==> src/rtl/adder_tree_acc_pkg.sv <==
// Shared types and width helpers for the adder tree
// and accumulator blocks.
package adder_pkg;

  localparam int DEF_BITWIDTH = 8;

  typedef enum logic {
    ACC_LOAD = 1'b0,
    ACC_ADD  = 1'b1
  } acc_mode_e;

  function automatic int sum_width(
    input int bitwidth,
    input int num_in
  );
    return bitwidth + $clog2(num_in);
  endfunction

endpackage

==> src/rtl/adder_tree_acc_if.sv <==
// Beat interface of the adder tree accumulator:
// operands and controls in, accumulator and flags out.
interface adder_tree_acc_if
  import adder_pkg::*;
#(
  parameter int BITWIDTH = DEF_BITWIDTH,
  parameter int NUM_IN   = 4,
  parameter int OWIDTH   = 12
);

  logic                       iEn;
  logic                       iClr;
  logic                       iValid;
  logic                       iAccMode;
  logic [NUM_IN*BITWIDTH-1:0] iData;
  logic                       oValid;
  logic [OWIDTH-1:0]          oData;
  logic                       oOvf;

  modport master (
    output iEn, iClr, iValid, iAccMode, iData,
    input  oValid, oData, oOvf
  );

  modport slave (
    input  iEn, iClr, iValid, iAccMode, iData,
    output oValid, oData, oOvf
  );

endinterface

==> src/rtl/adder_pair_reg.sv <==
// One registered two-input node of the adder tree,
// carrying the beat's valid and mode alongside the sum.
module adder_pair_reg
  import adder_pkg::*;
#(
  parameter int W = 8
) (
  input  logic      iClk,
  input  logic      iRstN,
  input  logic      iEn,
  input  logic      iClr,
  input  logic [W-1:0] iA,
  input  logic [W-1:0] iB,
  input  logic      iValid,
  input  acc_mode_e iMode,
  output logic [W:0]   oSum,
  output logic      oValid,
  output acc_mode_e oMode
);

  always_ff @(posedge iClk or negedge iRstN) begin
    if (!iRstN) begin
      oSum   <= '0;
      oValid <= 1'b0;
      oMode  <= ACC_LOAD;
    end else if (iClr) begin
      oSum   <= '0;
      oValid <= 1'b0;
      oMode  <= ACC_LOAD;
    end else if (iEn) begin
      oSum   <= {1'b0, iA} + {1'b0, iB};
      oValid <= iValid;
      oMode  <= iMode;
    end
  end

endmodule

==> src/rtl/adder_tree_acc.sv <==
// Pipelined binary adder tree feeding a load/accumulate
// output register with wrap or saturate overflow.
module adder_tree_acc
  import adder_pkg::*;
#(
  parameter int BITWIDTH = DEF_BITWIDTH,
  parameter int NUM_IN   = 4,
  parameter int OWIDTH   = 12,
  parameter bit ACC_SAT  = 1'b0
) (
  input logic iClk,
  input logic iRstN,
  adder_tree_acc_if.slave bus
);

  localparam int LEVELS = $clog2(NUM_IN);
  localparam int SW     = sum_width(BITWIDTH, NUM_IN);
  localparam logic [OWIDTH-1:0] MAXV = '1;

  for (genvar l = 0; l < LEVELS; l++) begin : g_lvl
    localparam int W  = BITWIDTH + l;
    localparam int NP = NUM_IN >> (l + 1);

    logic [W:0]    w_sum [NP];
    logic [NP-1:0] w_vld;
    logic [NP-1:0] w_mode;

    for (genvar p = 0; p < NP; p++) begin : g_pair
      logic [W-1:0] w_a;
      logic [W-1:0] w_b;
      logic         w_vi;
      acc_mode_e    w_mi;

      if (l == 0) begin : g_in
        assign w_a  = bus.iData[(2*p)*BITWIDTH +: BITWIDTH];
        assign w_b  = bus.iData[(2*p+1)*BITWIDTH +: BITWIDTH];
        assign w_vi = bus.iValid;
        assign w_mi = acc_mode_e'(bus.iAccMode);
      end else begin : g_mid
        // sibling nodes carry identical control bits
        assign w_a  = g_lvl[l-1].w_sum[2*p];
        assign w_b  = g_lvl[l-1].w_sum[2*p+1];
        assign w_vi = g_lvl[l-1].w_vld[2*p]
                    & g_lvl[l-1].w_vld[2*p+1];
        assign w_mi = acc_mode_e'(g_lvl[l-1].w_mode[2*p]
                    & g_lvl[l-1].w_mode[2*p+1]);
      end

      adder_pair_reg #(.W(W)) u_pair (
        .iClk   (iClk),
        .iRstN  (iRstN),
        .iEn    (bus.iEn),
        .iClr   (bus.iClr),
        .iA     (w_a),
        .iB     (w_b),
        .iValid (w_vi),
        .iMode  (w_mi),
        .oSum   (w_sum[p]),
        .oValid (w_vld[p]),
        .oMode  (w_mode[p])
      );
    end
  end

  logic [SW-1:0]     w_tree;
  logic              w_tvld;
  acc_mode_e         w_tmode;
  logic [OWIDTH:0]   w_ext;
  logic [OWIDTH:0]   w_add;
  logic [OWIDTH-1:0] r_data;
  logic              r_vld;
  logic              r_ovf;

  assign w_tree  = g_lvl[LEVELS-1].w_sum[0];
  assign w_tvld  = g_lvl[LEVELS-1].w_vld[0];
  assign w_tmode = acc_mode_e'(g_lvl[LEVELS-1].w_mode[0]);
  assign w_ext   = (OWIDTH+1)'(w_tree);
  assign w_add   = {1'b0, r_data} + w_ext;

  always_ff @(posedge iClk or negedge iRstN) begin
    if (!iRstN) begin
      r_data <= '0;
      r_vld  <= 1'b0;
      r_ovf  <= 1'b0;
    end else if (bus.iClr) begin
      r_data <= '0;
      r_vld  <= 1'b0;
      r_ovf  <= 1'b0;
    end else if (bus.iEn) begin
      r_vld <= w_tvld;
      if (w_tvld) begin
        if (w_tmode == ACC_ADD) begin
          if (w_add[OWIDTH]) begin
            r_ovf  <= 1'b1;
            r_data <= ACC_SAT ? MAXV : w_add[OWIDTH-1:0];
          end else begin
            r_data <= w_add[OWIDTH-1:0];
          end
        end else begin
          r_data <= w_ext[OWIDTH-1:0];
        end
      end
    end
  end

  assign bus.oValid = r_vld;
  assign bus.oData  = r_data;
  assign bus.oOvf   = r_ovf;

endmodule

==> src/flat_wrapper.sv <==
// flat-port wrapper written by rule: the top's interface ports become plain ports
module adder_tree_acc_flat import adder_pkg::*;
#(
  parameter int BITWIDTH = DEF_BITWIDTH,
  parameter int NUM_IN   = 4,
  parameter int OWIDTH   = 12,
  parameter bit ACC_SAT  = 1'b0
)
  (iClk, iRstN, bus_iEn, bus_iClr, bus_iValid, bus_iAccMode, bus_iData, bus_oValid, bus_oData, bus_oOvf);
  adder_tree_acc_if #(.BITWIDTH(BITWIDTH), .NUM_IN(NUM_IN), .OWIDTH(OWIDTH)) bus_i ();
  input logic iClk;
  input logic iRstN;
  input wire logic [$bits(bus_i.iEn)-1:0] bus_iEn;
  input wire logic [$bits(bus_i.iClr)-1:0] bus_iClr;
  input wire logic [$bits(bus_i.iValid)-1:0] bus_iValid;
  input wire logic [$bits(bus_i.iAccMode)-1:0] bus_iAccMode;
  input wire logic [$bits(bus_i.iData)-1:0] bus_iData;
  output wire logic [$bits(bus_i.oValid)-1:0] bus_oValid;
  output wire logic [$bits(bus_i.oData)-1:0] bus_oData;
  output wire logic [$bits(bus_i.oOvf)-1:0] bus_oOvf;
  assign bus_i.iEn = bus_iEn;
  assign bus_i.iClr = bus_iClr;
  assign bus_i.iValid = bus_iValid;
  assign bus_i.iAccMode = bus_iAccMode;
  assign bus_i.iData = bus_iData;
  assign bus_oValid = bus_i.oValid;
  assign bus_oData = bus_i.oData;
  assign bus_oOvf = bus_i.oOvf;
  adder_tree_acc #(.BITWIDTH(BITWIDTH), .NUM_IN(NUM_IN), .OWIDTH(OWIDTH), .ACC_SAT(ACC_SAT)) u_core (.iClk(iClk), .iRstN(iRstN), .bus(bus_i));
endmodule
==> config.mk <==
export PLATFORM = sky130hd
export DESIGN_NAME = adder_tree_acc_flat
export DESIGN_NICKNAME = d
export VERILOG_FILES = /design/src/rtl/adder_tree_acc_pkg.sv /design/src/rtl/adder_tree_acc_if.sv /design/src/rtl/adder_pair_reg.sv /design/src/rtl/adder_tree_acc.sv /design/src/flat_wrapper.sv
export SDC_FILE = /design/constraint.sdc
export NUM_CORES = 1
export LEC_CHECK = 0
export ABC_AREA = 1
export BUFFER_PORTS_ARGS = -buffer_cell sky130_fd_sc_hd__buf_2
export CORE_MARGIN = 2
export CORE_UTILIZATION = 40
export DETAILED_ROUTE_END_ITERATION = 7
export HOLD_SLACK_MARGIN = 0.08
export PLACE_DENSITY_LB_ADDON = 0.12
export SLEW_MARGIN = 40
export SYNTH_ARGS = -nofsm -noshare
export SYNTH_HDL_FRONTEND = slang
export SYNTH_SLANG_ARGS = --single-unit
==> constraint.sdc <==
create_clock -name iClk -period 1.84 [get_ports iClk]
set_input_delay 0.276 -clock iClk [delete_from_list [all_inputs] [get_ports iClk]]
set_output_delay 0.276 -clock iClk [all_outputs]
set_load 0.02 [all_outputs]
==> key figures <==
Run status
  – Status: completed

Final layout
  – Share of cells above drive strength 1: 14.3%
  – Nets: 608
  – Non-Filler Instances: around 640
  – Layout area overhead: 15.4%
  – Design Area, Final: 0.00393 sq mm
  – Final Core Density: 47.8%
  – # fillers: 853
  – Final antenna diode count: 0

Floorplanning
  – I/O pin cnt: 52
  – Die H: 96.3 um
  – Die ar.: 0.00927 sq mm
  – Core Region: 0.00822 sq mm
  – Die Wd: 96.3 um
  – Num rows: 33
  – Initial Util: 41.4%

STA
  – Hold Fails Final Rpt: 0
  – Final worst-path cycle share: 95.4%
  – Fin Setup TNS: 0 ps
  – Slew @ Worst Pin: 451 ps
  – Final setup viols: 0
  – Setup Skew: 6.63 ps
  – Minimum clock period: 1760 ps
  – Slew margin rel.: 69.9%
  – Worst hold slack: 194 ps
  – Max Slew Vio Count: 0
  – Max Freq: roughly 0.57 GHz
  – Setup ws final: 84.5 ps

Clock tree
  – Total CTS buffers: 5
  – Clock root cell: clkbuf_8
  – CTS Sinks: 46
  – CTS tree: done
  – Clk buf depth: 2
  – H-tree depth: 2
  – Clock slew at reported path FFs: 90 ps
  – Later-pin clock latency in the skew report: 290 ps

Route
  – 1st-iter DRT viols: 120
  – Drt total wl: 7.97 mm
  – DR WL/cell: 12.5 um
  – Vias: 3161
  – DR DRC count: 0
  – First drt pass iteration count: 4
  – ANT nets after route: 0
  – Avg Vias per Cell: 4.96

Synth
  – Largest area contributor in the netlist: dfrtp_1
  – Mapped Area: 0.00341 sq mm
  – Main synth FF type: dfrtp_1
  – Syn_nets: 550
  – Cell count after synthesis: 473
  – Mean Syn Cell Area: 7.20 sq um
  – Synth async-reset ratio: 100%
  – Post-synthesis sequential area ratio: 33.8%
  – Top post-synthesis cells by area: dfrtp_1, nand2_1, ha_1
  – Post-synth cell types: 32
  – Post-synthesis register bit count: 46
  – Yosys warnings: 0
  – Top-area cell type share of the netlist area: 33.8%
  – EDFF count, synth: 0

Global routing
  – First-pass GRT wire length: 13.6 mm
  – GRT Overall Usage: 18.7%
  – Grt total ovfl: 0
  – Initial antenna violation count: 0
  – Pin count of the biggest net entering global routing: 47
  – Vias in the first global route: 3002

Setup path
  – Critical path peak fanout: 4
  – Critical Path End Type: flop
  – Data required, critical path: 2020 ps
  – Crit path kind: flop to flop
  – WP data arrival: 1930 ps
  – Critical Path Start Type: flop

Pwr
  – Static Leak: 2.12 nW
  – Power, Total: 2.56 mW
  – Pwr/cell area: 652 mW/mm^2
  – Peak VDD IR: 0.326 mV

Placed design
  – Number of port buffers: 51
  – Pre-CTS setup slack: 24.8 ps
  – Placed insts: 627
  – Cell Area, Placed: 0.00381 sq mm
  – Hpwl dp: 6.27 mm
  – Final Wtd Congestion: 0.889

Job
  – Max-Cap Viols: 0

Hold path
  – Min-Delay Path Class: input pin to flop
-- area by class of cell --
class	count	area, sq um	area share, %
Clock buffer	7	86.3	2.20
Clock inverter	1	5.00	0.127
Inverter	55	206	5.25
Multi-Input combinational cell	362	2000	51.0
Sequential cell	46	1150	29.3
Tap cell	105	131	3.34
Timing Repair Buffer	61	345	8.79
-- per-layer routing --
layer	GRT usage [%]	wire length, um
met1	23.4	3660
met2	34.0	3940
met3	2.90	297
met4	3.81	78
met5	0	0
-- worst max-delay path, stage by stage (launching register included) --
cell     delay, ps
dfrtp_1        410
ha_1           360
a21oi_1        220
o21ai_2        120
buf_4          150
xor2_1         130
o21ai_0        170
nand2_1         80
-- report_power, final --
part / internal, mW / switching (mW)
combinational: 0.298 / 0.457
sequential: 1.10 / 0.0646
clock: 0.304 / 0.334
-- cells in the mapped netlist (3+ instances only) --
| library cell | number |
|---|---|
| o21ai_0 | 29 |
| nand3b_1 | 4 |
| a21oi_1 | 33 |
| ha_1 | 35 |
| fa_1 | 4 |
| a22o_1 | 3 |
| o21ai_1 | 4 |
| o22ai_1 | 8 |
| buf_2 | 6 |
| xor2_1 | 5 |
| inv_1 | 54 |
| nand2_1 | 147 |
| nand4_1 | 5 |
| nor2_1 | 37 |
| nand3_1 | 32 |
| dfrtp_1 | 46 |
-- cell families after synthesis --
kind of cell,count (synthesis),share of synthesized area [%]
AOI/OAI and AO/OA,85,13.7
xor gates and xnor gates,6,1.54
adders and majority gates,39,15.2
buffers and inverters,65,7.71
DFF,46,33.8
and+or+nand+nor,232,28.0
-- cell usage in the layout (no fill, tap or decap), types with 2 or more instances in the layout --
cell type    n
nand2_1    146
o211ai_1     2
nand3b_1     4
buf_2       51
nand3_1     32
a21o_1       2
clkbuf_8     6
fa_2         2
nor2_1      37
o22ai_1      8
nor3_1       2
a21oi_1     32
inv_1       54
dfrtp_1     46
o21ai_1      4
nor2_2       2
fa_1         2
o21ai_0     29
buf_4        8
a22o_1       3
ha_1        35
nand4_1      5
xor2_1       5
-- registers in the layout, indices dropped and copies added, names as in the netlist --
signal and count:
u_core.g_lvl.g_pair.u_pair.oMode 2, u_core.bus.oData 12, u_core.bus.oValid 1, u_core.g_lvl.g_pair.u_pair.oSum 28, u_core.bus.oOvf 1, u_core.g_lvl.g_pair.u_pair.oValid 2
-- worst paths after layout --
kind                                                  from                                                   to  slack, ps  depth (start not counted)
setup / recovery           u_core.bus.oData[3]$_DFFE_PN0P_                      u_core.bus.oData[4]$_DFFE_PN0P_         80                          7
hold / removal                                bus_iAccMode   u_core.g_lvl[0].g_pair[0].u_pair.oMode$_DFFE_PN0P_        190                          3
setup reg to reg           u_core.bus.oData[3]$_DFFE_PN0P_                      u_core.bus.oData[4]$_DFFE_PN0P_         80                          7
hold reg to reg              u_core.bus.oValid$_DFFE_PN0P_                        u_core.bus.oValid$_DFFE_PN0P_        490                          2
max in group asynchronous                            iRstN  u_core.g_lvl[0].g_pair[0].u_pair.oValid$_DFFE_PN0P_       1130                          3
min in group asynchronous                            iRstN                      u_core.bus.oData[9]$_DFFE_PN0P_        480                          3
-- repair_timing --
action	CTS	global route
setup buffers	0	1
hold buffers	1	0
resized for setup	0	4
setup endpoints to repair	0	6
hold endpoints to repair	46	0
No activity file was read; power rests on OpenSTA's default activity.
